`src/rtl/pix_stream_pkg.sv`:
```
// Shared types for the raster pixel-stream transmitter: pixel width,
// FSM state encoding and the beat record carried through the prefetch buffer.
package pix_stream_pkg;

  localparam int PIX_W  = 8;
  localparam int BEAT_W = PIX_W + 3;

  typedef logic [PIX_W-1:0] pix_t;

  typedef enum logic [1:0] {
    IDLE,
    ACTIVE,
    BLANK,
    DONE
  } tx_state_t;

  typedef struct packed {
    pix_t pix;
    logic sof;
    logic eol;
    logic eof;
  } beat_t;

endpackage

```
`src/rtl/pix_skid_buf.sv`:
```
// Two-entry beat FIFO used as the prefetch buffer in front of the stream
// output. The head entry is held stable until it is popped by the consumer.
module pix_skid_buf
  import pix_stream_pkg::*;
(
  input  logic              i_clk,
  input  logic              i_rst_n,
  input  logic              i_push,
  input  logic [BEAT_W-1:0] i_data,
  output logic              o_full,
  output logic [1:0]        o_count,
  output logic              o_valid,
  output logic [BEAT_W-1:0] o_data,
  input  logic              i_ready
);

  logic [BEAT_W-1:0] mem [2];
  logic              wr_ptr;
  logic              rd_ptr;
  logic [1:0]        count;
  logic              pop;
  logic              push_ok;

  assign o_valid = (count != 2'd0);
  assign o_full  = (count == 2'd2);
  assign o_count = count;
  assign pop     = o_valid && i_ready;
  assign push_ok = i_push && (!o_full || pop);
  // Idle output reads as zero so nothing stale shows when no beat is offered
  assign o_data  = o_valid ? mem[rd_ptr] : '0;

  // Storage, pointers and occupancy; push and pop may happen in the same cycle
  always_ff @(posedge i_clk or negedge i_rst_n) begin
    if (!i_rst_n) begin
      for (int i = 0; i < 2; i++) mem[i] <= '0;
      wr_ptr <= 1'b0;
      rd_ptr <= 1'b0;
      count  <= 2'd0;
    end else begin
      if (push_ok) begin
        mem[wr_ptr] <= i_data;
        wr_ptr      <= ~wr_ptr;
      end
      if (pop) rd_ptr <= ~rd_ptr;
      case ({push_ok, pop})
        2'b10:   count <= count + 2'd1;
        2'b01:   count <= count - 2'd1;
        default: count <= count;
      endcase
    end
  end

endmodule

```
`src/rtl/pix_stream_tx.sv`:
```
// Raster pixel-stream transmitter. Fetches an 8-bit frame from a
// synchronous-read memory in row-major order and emits it as a valid/ready
// stream with sof/eol/eof markers and HBLANK idle cycles between lines.
// Reads run ahead into a 2-entry buffer so memory latency stays hidden.
// Optional build macro PIX_STREAM_TX_TESTPAT_EN adds i_testpat, which replaces
// memory data with an (x+y) mod 256 ramp while keeping timing and markers.
module pix_stream_tx
  import pix_stream_pkg::*;
#(
  parameter int IMG_W  = 256,
  parameter int IMG_H  = 256,
  parameter int HBLANK = 4,
  parameter int AW     = 16
) (
  input  logic          i_clk,
  input  logic          i_rst_n,
  input  logic          i_start,
  input  logic          i_ready,
`ifdef PIX_STREAM_TX_TESTPAT_EN
  input  logic          i_testpat,
`endif
  output logic          o_rd_en,
  output logic [AW-1:0] o_rd_addr,
  input  logic [7:0]    i_rd_data,
  output logic [7:0]    o_pix,
  output logic          o_valid,
  output logic          o_sof,
  output logic          o_eol,
  output logic          o_eof,
  output logic          o_busy,
  output logic          o_done
);

  localparam int XW = (IMG_W > 1) ? $clog2(IMG_W) : 1;
  localparam int YW = (IMG_H > 1) ? $clog2(IMG_H) : 1;
  localparam int BW = (HBLANK > 1) ? $clog2(HBLANK) : 1;

  tx_state_t         state;
  logic [BW-1:0]     blank_cnt;
  logic              tp_q;
  logic              tp_start;
  logic              tp_mode;

  logic [AW-1:0]     rd_addr;
  logic [XW-1:0]     rd_x;
  logic              rd_line_done;
  logic              rd_inflight;
  logic              rd_issue;

  logic [XW-1:0]     ret_x;
  logic [YW-1:0]     ret_y;
  pix_t              tp_pix;
  beat_t             push_beat;
  beat_t             head;
  logic [BEAT_W-1:0] head_bits;
  logic [1:0]        buf_count;
  logic              buf_full;

  logic              beat;
  logic [2:0]        occ;
  logic              room;
  logic              blank_prefetch;
  logic              line_adv;
  logic              frame_end;

`ifdef PIX_STREAM_TX_TESTPAT_EN
  assign tp_start = i_testpat;
`else
  assign tp_start = 1'b0;
`endif

  assign head      = head_bits;
  assign beat      = o_valid && i_ready;
  assign line_adv  = (state == ACTIVE) && beat && head.eol && !head.eof;
  assign frame_end = (state == ACTIVE) && beat && head.eof;

  // A beat leaving this cycle frees a slot, so it counts as credit for a new read
  assign occ  = 3'(buf_count) + 3'(rd_inflight) - 3'(beat);
  assign room = (occ < 3'd2) && (!buf_full || beat);

  // Next line's first two pixels are fetched during the final two blank cycles
  assign blank_prefetch = (blank_cnt >= BW'(HBLANK - 2));

  // Test-pattern choice is taken live on the start cycle, then from the latch
  assign tp_mode   = (state == IDLE) ? tp_start : tp_q;
  assign o_rd_en   = rd_issue && !tp_mode;
  assign o_rd_addr = rd_addr;

  // Decide whether a memory read (real or virtual in test-pattern mode) goes out this cycle
  always_comb begin
    rd_issue = 1'b0;
    case (state)
      IDLE:    rd_issue = i_start;
      ACTIVE:  rd_issue = !rd_line_done && room;
      BLANK:   rd_issue = blank_prefetch && !rd_line_done && room;
      default: rd_issue = 1'b0;
    endcase
  end

  // Frame sequencing: IDLE -> ACTIVE <-> BLANK -> DONE -> IDLE, with registered busy/done
  always_ff @(posedge i_clk or negedge i_rst_n) begin
    if (!i_rst_n) begin
      state     <= IDLE;
      blank_cnt <= '0;
      tp_q      <= 1'b0;
      o_busy    <= 1'b0;
      o_done    <= 1'b0;
    end else begin
      o_done <= 1'b0;
      case (state)
        IDLE: begin
          if (i_start) begin
            state  <= ACTIVE;
            tp_q   <= tp_start;
            o_busy <= 1'b1;
          end
        end
        ACTIVE: begin
          if (frame_end) begin
            state  <= DONE;
            o_busy <= 1'b0;
            o_done <= 1'b1;
          end else if (line_adv) begin
            state     <= BLANK;
            blank_cnt <= '0;
          end
        end
        BLANK: begin
          if (blank_cnt == BW'(HBLANK - 1)) begin
            state <= ACTIVE;
          end else begin
            blank_cnt <= blank_cnt + BW'(1);
          end
        end
        DONE: begin
          state <= IDLE;
        end
        default: state <= IDLE;
      endcase
    end
  end

  // Read-side position: address, column within the line being fetched, line-complete flag
  always_ff @(posedge i_clk or negedge i_rst_n) begin
    if (!i_rst_n) begin
      rd_addr      <= '0;
      rd_x         <= '0;
      rd_line_done <= 1'b0;
      rd_inflight  <= 1'b0;
    end else begin
      rd_inflight <= rd_issue;
      if (state == DONE) begin
        rd_addr      <= '0;
        rd_x         <= '0;
        rd_line_done <= 1'b0;
      end else begin
        if (line_adv) rd_line_done <= 1'b0;
        if (rd_issue) begin
          rd_addr <= rd_addr + AW'(1);
          if (rd_x == XW'(IMG_W - 1)) begin
            rd_x         <= '0;
            rd_line_done <= 1'b1;
          end else begin
            rd_x <= rd_x + XW'(1);
          end
        end
      end
    end
  end

  // Return-side position: tracks which pixel each arriving datum is, for its markers
  always_ff @(posedge i_clk or negedge i_rst_n) begin
    if (!i_rst_n) begin
      ret_x <= '0;
      ret_y <= '0;
    end else if (state == DONE) begin
      ret_x <= '0;
      ret_y <= '0;
    end else if (rd_inflight) begin
      if (ret_x == XW'(IMG_W - 1)) begin
        ret_x <= '0;
        ret_y <= ret_y + YW'(1);
      end else begin
        ret_x <= ret_x + XW'(1);
      end
    end
  end

  assign tp_pix        = PIX_W'(ret_x) + PIX_W'(ret_y);
  assign push_beat.pix = tp_q ? tp_pix : i_rd_data;
  assign push_beat.sof = (ret_x == '0) && (ret_y == '0);
  assign push_beat.eol = (ret_x == XW'(IMG_W - 1));
  assign push_beat.eof = (ret_x == XW'(IMG_W - 1)) && (ret_y == YW'(IMG_H - 1));

  pix_skid_buf u_buf (
    .i_clk   (i_clk),
    .i_rst_n (i_rst_n),
    .i_push  (rd_inflight),
    .i_data  (push_beat),
    .o_full  (buf_full),
    .o_count (buf_count),
    .o_valid (o_valid),
    .o_data  (head_bits),
    .i_ready (i_ready)
  );

  assign o_pix = head.pix;
  assign o_sof = head.sof;
  assign o_eol = head.eol;
  assign o_eof = head.eof;

endmodule

```
`config.mk`:
```
export PLATFORM = sky130hd
export DESIGN_NAME = pix_stream_tx
export DESIGN_NICKNAME = d
export VERILOG_FILES = /design/src/rtl/pix_stream_pkg.sv /design/src/rtl/pix_skid_buf.sv /design/src/rtl/pix_stream_tx.sv
export SDC_FILE = /design/constraint.sdc
export NUM_CORES = 1
export LEC_CHECK = 0
export BUFFER_PORTS_ARGS = -buffer_cell sky130_fd_sc_hd__clkbuf_2
export CORE_MARGIN = 4
export CORE_UTILIZATION = 43
export DETAILED_ROUTE_END_ITERATION = 12
export GPL_TIMING_DRIVEN = 0
export MAX_ROUTING_LAYER = met4
export SLEW_MARGIN = 10
export SYNTH_ARGS = -nofsm -noshare
export SYNTH_HDL_FRONTEND = slang
export SYNTH_SLANG_ARGS = --single-unit
```
`constraint.sdc`:
```
create_clock -name i_clk -period 2.8 [get_ports i_clk]
set_input_delay 0.56 -clock i_clk [delete_from_list [all_inputs] [get_ports i_clk]]
set_output_delay 0.56 -clock i_clk [all_outputs]
set_load 0.01 [all_outputs]
```
==> Word level (Yosys, flattened, before mapping) <==
Cells that the tools add are included.
{ "classes": {"order_cmp": 5, "eq_ne": 17, "n_reduce_logical": 31, "add_sub_neg": 9, "bitwise": 4, "muxes": 38} }
{ "op_table": {"columns": ["op", "n"], "rows": [
  ["8-bit 2-to-1 mux", 9],
  ["11-bit 2-to-1 mux", 5],
  ["16-bit 2-to-1 mux", 2],
  ["8-bit by 1-bit adder with 8-bit output, second input constant", 3],
  ["8-bit equality test, second input constant", 3],
  ["22-bit bitwise mux", 1],
  ["16-bit by 1-bit adder with 16-bit output, second input constant", 1],
  ["8-bit zero test", 2],
  ["2-bit 2-to-1 mux", 7],
  ["2-bit nonzero test", 7],
  ["1-bit logical AND", 13],
  ["2-bit != test, second input constant", 6],
  ["11-bit demux with 1-bit select", 1],
  ["2-bit equality test, second input constant", 5],
  ["1-bit 2-to-1 mux", 8],
  ["2-bit case mux with 2 select lines", 2],
  ["2-bit case mux with 4 select lines", 1],
  ["2-bit >= comparator, second input constant", 3],
  ["3-bit AND reduction", 2],
  ["2-bit by 1-bit adder with 2-bit output, second input constant", 2],
  ["2-bit by 1-bit equality test with 1-bit output, second input constant", 2],
  ["1-bit inverter with 2-bit output", 2],
  ["4-bit AND reduction", 1],
  ["2-bit by 1-bit adder with 3-bit output", 1],
  ["12 further kinds", 15]
]} }
{ "totals": {"elab_cells": 119, "inputBits": 12, "out_inout_bits": 31, "regBits": 74} }

==> Longest topological paths before layout <==
{ "depth": {"depth_word": 11, "ltp_mapped": 10, "depth_no_buf": 8} }

==> By module <==
From an unflattened synthesis, not the netlist that was laid out.
{ "hier_totals": {"cells_unflattened": 386, "hier_area_um2": 3992.6} }
{ "modules_own_cells": {"columns": ["mod", "n_inst", "seq_area_each_um2", "cells_each", "area_each_um2"], "rows": [
  ["pix_stream_tx", 1, 1201.2, 296, 2717.6],
  ["pix_skid_buf", 1, 650.6, 90, 1275.0]
]} }

==> Worst setup path after synthesis <==
No wires, ideal clock.
{ "synth_timing": {"kind": "register to register", "start": "register u_buf.count[1], in the netlist u_buf.o_count[1]", "end": "register rd_addr[8], in the netlist o_rd_addr[8]", "path_slack_ns": -0.081, "path_stages_with_launch": 11, "setup_time_ns": 0.128, "path_buffers": 2, "required_ns": 2.672, "period_less_slack_ns": 2.881, "t_arrival_ns": 2.754, "path_cell_list": "dfrtp_1 -> buf_6 -> or2b_1 -> nor2_1 -> o21ai_0 -> fa_1 -> or2_1 -> a221o_2 -> buf_6 -> a211oi_2 -> mux2_1"} }
{ "synth_between": {"elab_chain_cells": 8, "word_cells_on_any_way": 13, "classes_between": "add/sub (2); order compare (1); eq/ne (1); mux (1); reduce/logical (8)"} }
{ "synth_lines": {"columns": ["item", "line", "text"], "rows": [
  ["start, declared", "pix_skid_buf.sv:20", "logic [1:0] count;"],
  ["start signal, assigned", "pix_skid_buf.sv:46", "2'b10: count <= count + 2'd1;"],
  ["start signal, assigned", "pix_skid_buf.sv:47", "2'b01: count <= count - 2'd1;"],
  ["start signal, assigned", "pix_skid_buf.sv:48", "default: count <= count;"],
  ["branches (longest 4 deep; another with 2-bit by 1-bit adder with 3-bit output)", null, null],
  ["1-bit logical AND (*)", "pix_stream_tx.sv:79", "assign room = (occ < 3'd2) && (!buf_full || beat);"],
  ["1-bit logical AND, on equally long branches", "pix_stream_tx.sv:95, pix_stream_tx.sv:94", null],
  ["1-bit case mux with 3 select lines (*)", "pix_stream_tx.sv:92", "case (state)"],
  ["2-bit nonzero test (no line) (*)", null, null],
  ["end signal, assigned", "pix_stream_tx.sv:159", "rd_addr <= rd_addr + AW'(1);"],
  ["end, declared", "pix_stream_tx.sv:44", "logic [AW-1:0] rd_addr;"]
]} }
Every way passes the cells marked *.
A chain may end at the register's enable or synchronous reset.

==> Worst setup path in the final report <==
{ "layout_timing": {"start": "register u_buf.count[1], in the netlist u_buf.o_count[1]", "end": "output port o_rd_en"} }
{ "layout_between": {"elab_chain_cells": 7, "word_cells_on_any_way": 12, "classes_between": "add/sub (2); order compare (1); eq/ne (1); mux (1); reduce/logical (7)"} }
{ "layout_lines": {"columns": ["item", "line", "text"], "rows": [
  ["branches (longest 4 deep; another with 2-bit by 1-bit adder with 3-bit output)", null, null],
  ["1-bit logical AND (*)", "pix_stream_tx.sv:79", null],
  ["1-bit logical AND, on equally long branches", "pix_stream_tx.sv:95, pix_stream_tx.sv:94", null],
  ["1-bit case mux with 3 select lines (*)", "pix_stream_tx.sv:92", null],
  ["end, declared", "pix_stream_tx.sv:22", "output logic o_rd_en,"]
]} }
Marked as above.

==> flow_summary_export.csv <==
group,metric,value,unit
clock_network,cts.reportedPaths.clkPinSlew,90,ps
placement,numPortBuffers,42,
clock_network,clock_insertion_delay_worst_skew,360,ps
route,drcViolationCount,0,
floorplan,floorplan.initialDensity,0.4466,
floorplan,die_w,106.7,um
critical_path,crit_path_max_fanout,2,
clock_network,tritoncts,"built",
clock_network,clock_sink_count,74,
synth,netlist_area,4185,um^2
critical_path,crit_path_top_delay_cell,"sky130_fd_sc_hd__fa_2",
critical_path,worst-setup-path-type,"reg2out",
critical_path,timing.critical_path.arrival,2560,ps
sta,finalWorstPathRequiredPeriod,3124,ps
clock_network,root_buffer_selected_by_cts,"sky130_fd_sc_hd__clkbuf_8",
placement,dpl.cell_count,583,
grt,vias_in_the_first_global_route,3372,
clock_network,cts_made_buffers,9,
status,outcome,"finished with violations",
floorplan,core_area,9371,um^2
synth,ys_async_sr_fraction,1.000,
placement,gp_congestion,0.8156,
synth,dominant_combinational_cell_family_by_area_after_synthesis,"simple AND/OR/NAND/NOR gates",
sta,fmax,320.1,MHz
grt,grt_pass1_wl,16.40,mm
route,drt_iter0_drc,158,
sta,unrepaired_setup_endpoints_after_global_routing,"yes",
route,antenna_left,0,
floorplan,dieArea,11380,um^2
synth,post_synth_and_or_nand_nor_area_fraction,0.1809,
floorplan,row_count,35,
synth,synth_compound_gate_area_share,0.1345,
synth,synth-main-ff-cell,"sky130_fd_sc_hd__dfrtp_1",
route,drt-pass1-iter-count,4,
cells_and_area,drive_gt1_frac,0.2984,
critical_path,required,2240,ps
sta,final.period_utilization,1.116,
cells_and_area,final_nets,506,
synth,mappedNetlistNets,436,
critical_path,cpPeakStageDelay,530,ps
sta,timing.final.setup_violations,22,
cells_and_area,final_cell_mix,"74 x sky130_fd_sc_hd__dfrtp_1, 40 x sky130_fd_sc_hd__clkbuf_2, 39 x sky130_fd_sc_hd__nor2_1",
sta,slew_headroom,0.4735,
synth,synth_enable_flop_cells,0,
power,power.density_cell_area,974.1,nW/um^2
route,per_cell_routed_wire_length,15.40,um
sta,final.setup.worst_slack,-323.8,ps
grt,number_of_antenna_violations_at_the_first_check_in_global_routing,0,
sta,maxSlewViolCount,0,
floorplan,pin_count,43,
cells_and_area,fillers,853,
synth,synth_mux_area_frac,0.1327,
clock_network,cts.hold.buffers_added,0,
clock_network,ctsLongestPathBuffers,2,
route,routed-via-count,3333,
synth,proportion_of_synthesized_chip_area_in_sequential_cells,0.4425,
critical_path,cp-start-kind,"register",
power,leakage,0.002266,uW
placement,post-dp-hpwl,6.374,mm
sta,skew,19.69,ps
power,power.ir.vdd_worst,0.0004342,V
job,timing.max_cap.violations,0,
critical_path,path_cells,"buf_6 > or2b_1 > nor2_2 > o21ai_2 > fa_2 > nand3b_1 > a221oi_4 > nor2_4 > nor2_4 > buf_6",
synth,yosysUniqueCellTypes,59,
synth,avgSynthCellArea,10.18,um^2
grt,grt_overflow,0,
placement,dp_worst_setup_slack,-406.2,ps
critical_path,endpoint_kind,"output port",
clock_network,cts_max_level,3,
synth,synthCells,411,
sta,timing_hold_violations_final,0,
synth,synth-seq-cells,74,
route,postRouteWirelength,9.473,mm
floorplan,chipHeight,106.7,um
synth,yosys.area_share.adder,0.04066,
route,vias_per_cell,5.420,
cells_and_area,areaGrowthSynthToFinish,22.84,%
synth,yosys.area_share.xor_xnor,0.01883,
cells_and_area,final_common_cell,"sky130_fd_sc_hd__dfrtp_1",
cells_and_area,layoutNonFillerInstCount,615,
status,violations,"setup timing",
hold_path,worstHoldPathType,"in2async",
synth,synth-warning-count,0,
grt,grt.total_usage,0.1840,
sta,worst_pin_slew,789.8,ps
grt,grt_max_degree,40,
cells_and_area,n_antenna_cell,0,
[power by group]
group	internal (uW)	switching, uW	leakage, uW
combinational	1210	1250	0.00122
sequential	1380	302	0.000945
clock	441	427	0.0000962
[cell type report]
type	instances	area (um^2)	share of cell area
Multi-Input combinational cell	296	2318	0.4510
Sequential cell	74	1852	0.3602
Timing Repair Buffer	60	392.9	0.07642
Tap cell	129	161.4	0.03139
Clock buffer	11	141.4	0.02750
Buffer	20	137.6	0.02677
Inverter	20	75.07	0.01460
Clock inverter	5	62.56	0.01217
[cell usage after synthesis (2+ instances only)]
| master | instances | area share |
|---|---|---|
| sky130_fd_sc_hd__a2111oi_4 | 2 | 0.013 |
| sky130_fd_sc_hd__a211o_1 | 2 | 0.0042 |
| sky130_fd_sc_hd__a211oi_1 | 2 | 0.0036 |
| sky130_fd_sc_hd__a211oi_2 | 6 | 0.018 |
| sky130_fd_sc_hd__a21oi_1 | 22 | 0.026 |
| sky130_fd_sc_hd__a22oi_1 | 2 | 0.0036 |
| sky130_fd_sc_hd__a311oi_1 | 2 | 0.0042 |
| sky130_fd_sc_hd__a31oi_1 | 2 | 0.0030 |
| sky130_fd_sc_hd__and3_1 | 5 | 0.0075 |
| sky130_fd_sc_hd__and4_1 | 3 | 0.0063 |
| sky130_fd_sc_hd__buf_2 | 2 | 0.0024 |
| sky130_fd_sc_hd__buf_6 | 4 | 0.011 |
| sky130_fd_sc_hd__clkbuf_1 | 11 | 0.0099 |
| sky130_fd_sc_hd__dfrtp_1 | 74 | 0.44 |
| sky130_fd_sc_hd__ha_1 | 12 | 0.036 |
| sky130_fd_sc_hd__inv_1 | 20 | 0.018 |
| sky130_fd_sc_hd__mux2_1 | 7 | 0.019 |
| sky130_fd_sc_hd__mux2_2 | 29 | 0.078 |
| sky130_fd_sc_hd__mux2i_1 | 15 | 0.036 |
| sky130_fd_sc_hd__nand2_1 | 23 | 0.021 |
| sky130_fd_sc_hd__nand3_1 | 23 | 0.028 |
| sky130_fd_sc_hd__nand4_1 | 10 | 0.015 |
| sky130_fd_sc_hd__nor2_1 | 42 | 0.038 |
| sky130_fd_sc_hd__nor2b_1 | 17 | 0.025 |
| sky130_fd_sc_hd__nor3_1 | 5 | 0.0060 |
| sky130_fd_sc_hd__nor4_1 | 2 | 0.0030 |
| sky130_fd_sc_hd__nor4b_1 | 2 | 0.0042 |
| sky130_fd_sc_hd__o211ai_1 | 2 | 0.0036 |
| sky130_fd_sc_hd__o21a_1 | 2 | 0.0036 |
| sky130_fd_sc_hd__o21ai_0 | 16 | 0.019 |
| sky130_fd_sc_hd__o22ai_1 | 2 | 0.0030 |
| sky130_fd_sc_hd__o31a_1 | 2 | 0.0042 |
| sky130_fd_sc_hd__o31ai_1 | 2 | 0.0036 |
| sky130_fd_sc_hd__or3_1 | 5 | 0.0075 |
| sky130_fd_sc_hd__or4_1 | 3 | 0.0054 |
| sky130_fd_sc_hd__xnor2_1 | 5 | 0.010 |
| sky130_fd_sc_hd__xor2_1 | 4 | 0.0084 |
[cells by family (layout without fill, tap and decap cells)]
family / count (synthesis) / count (layout)
buffers and inverters: 41 / 116
and+or+nand+nor: 148 / 148
AOI/OAI and AO/OA: 75 / 75
DFF: 74 / 74
xor gates and xnor gates: 9 / 9
muxes: 51 / 51
adders and majority gates: 13 / 13
[critical path, delay by kind of cell, from the launching register on]
kind | cells | cell delay, ps
adder cells (fa/ha/maj) | 1 | 530
buffers and inverters | 2 | 220
AO/OA/AOI/OAI | 2 | 370
AND/OR/NAND/NOR | 5 | 720
flip-flops | 1 | 370
[stage by stage]
stage	power [uW]	TNS (ps)	hold WS, ps	utilization	area [um^2]
after global routing	5397	-6304	232.8	0.5486	5141
after global placement	3515	-3194	466.2	0.4870	4564
after CTS	4988	-2336	206.5	0.5426	5085
final	5008	-3334	187.4	0.5486	5141
after detailed placement	3566	-3112	482.9	0.4895	4587
after floorplan	3026	-47.89	264.4	-	4193
[layer usage]
metal,part of all wire,global-route usage,vias to the layer above
met4,0.018,0.06575,0
li1,-,-,1607
met3,0.032,0.03311,14
met1,0.48,0.2462,1664
met5,0,-,-
met2,0.47,0.2828,48
[registers in the layout (all words and copies together), names as in the netlist]
| register | count |
|---|---|
| blank_cnt | 2 |
| o_busy | 1 |
| o_done | 1 |
| o_rd_addr | 16 |
| rd_inflight | 1 |
| rd_line_done | 1 |
| rd_x | 8 |
| ret_x | 8 |
| ret_y | 8 |
| state | 2 |
| u_buf.mem | 22 |
| u_buf.o_count | 2 |
| u_buf.rd_ptr | 1 |
| u_buf.wr_ptr | 1 |
[worst paths after layout]
check	startpoint	endpoint	slack, ps	depth (start not counted)
worst max register to register	u_buf.o_count[1]$_DFFE_PN0P_	o_rd_addr[12]$_DFFE_PN0P_	-250	12
max in group asynchronous	i_rst_n	ret_y[6]$_DFFE_PN0P_	2000	2
worst min-delay path	i_rst_n	blank_cnt[0]$_DFFE_PN0P_	190	1
worst min register to register	u_buf.mem[2]$_DFFE_PN0P_	u_buf.mem[2]$_DFFE_PN0P_	490	2
worst max-delay path	u_buf.o_count[1]$_DFFE_PN0P_	o_rd_en	-320	10
min in group i_clk	i_rd_data[4]	u_buf.mem[7]$_DFFE_PN0P_	440	2
[timing repair]
action,in CTS,in global routing
buffers inserted,16,3
cloned,1,0
endpoints found under the setup margin,17,23
pin swaps,8,6
resized for setup,33,16
endpoints found under the hold margin,0,0
No activity file was read; power rests on OpenSTA's default activity.
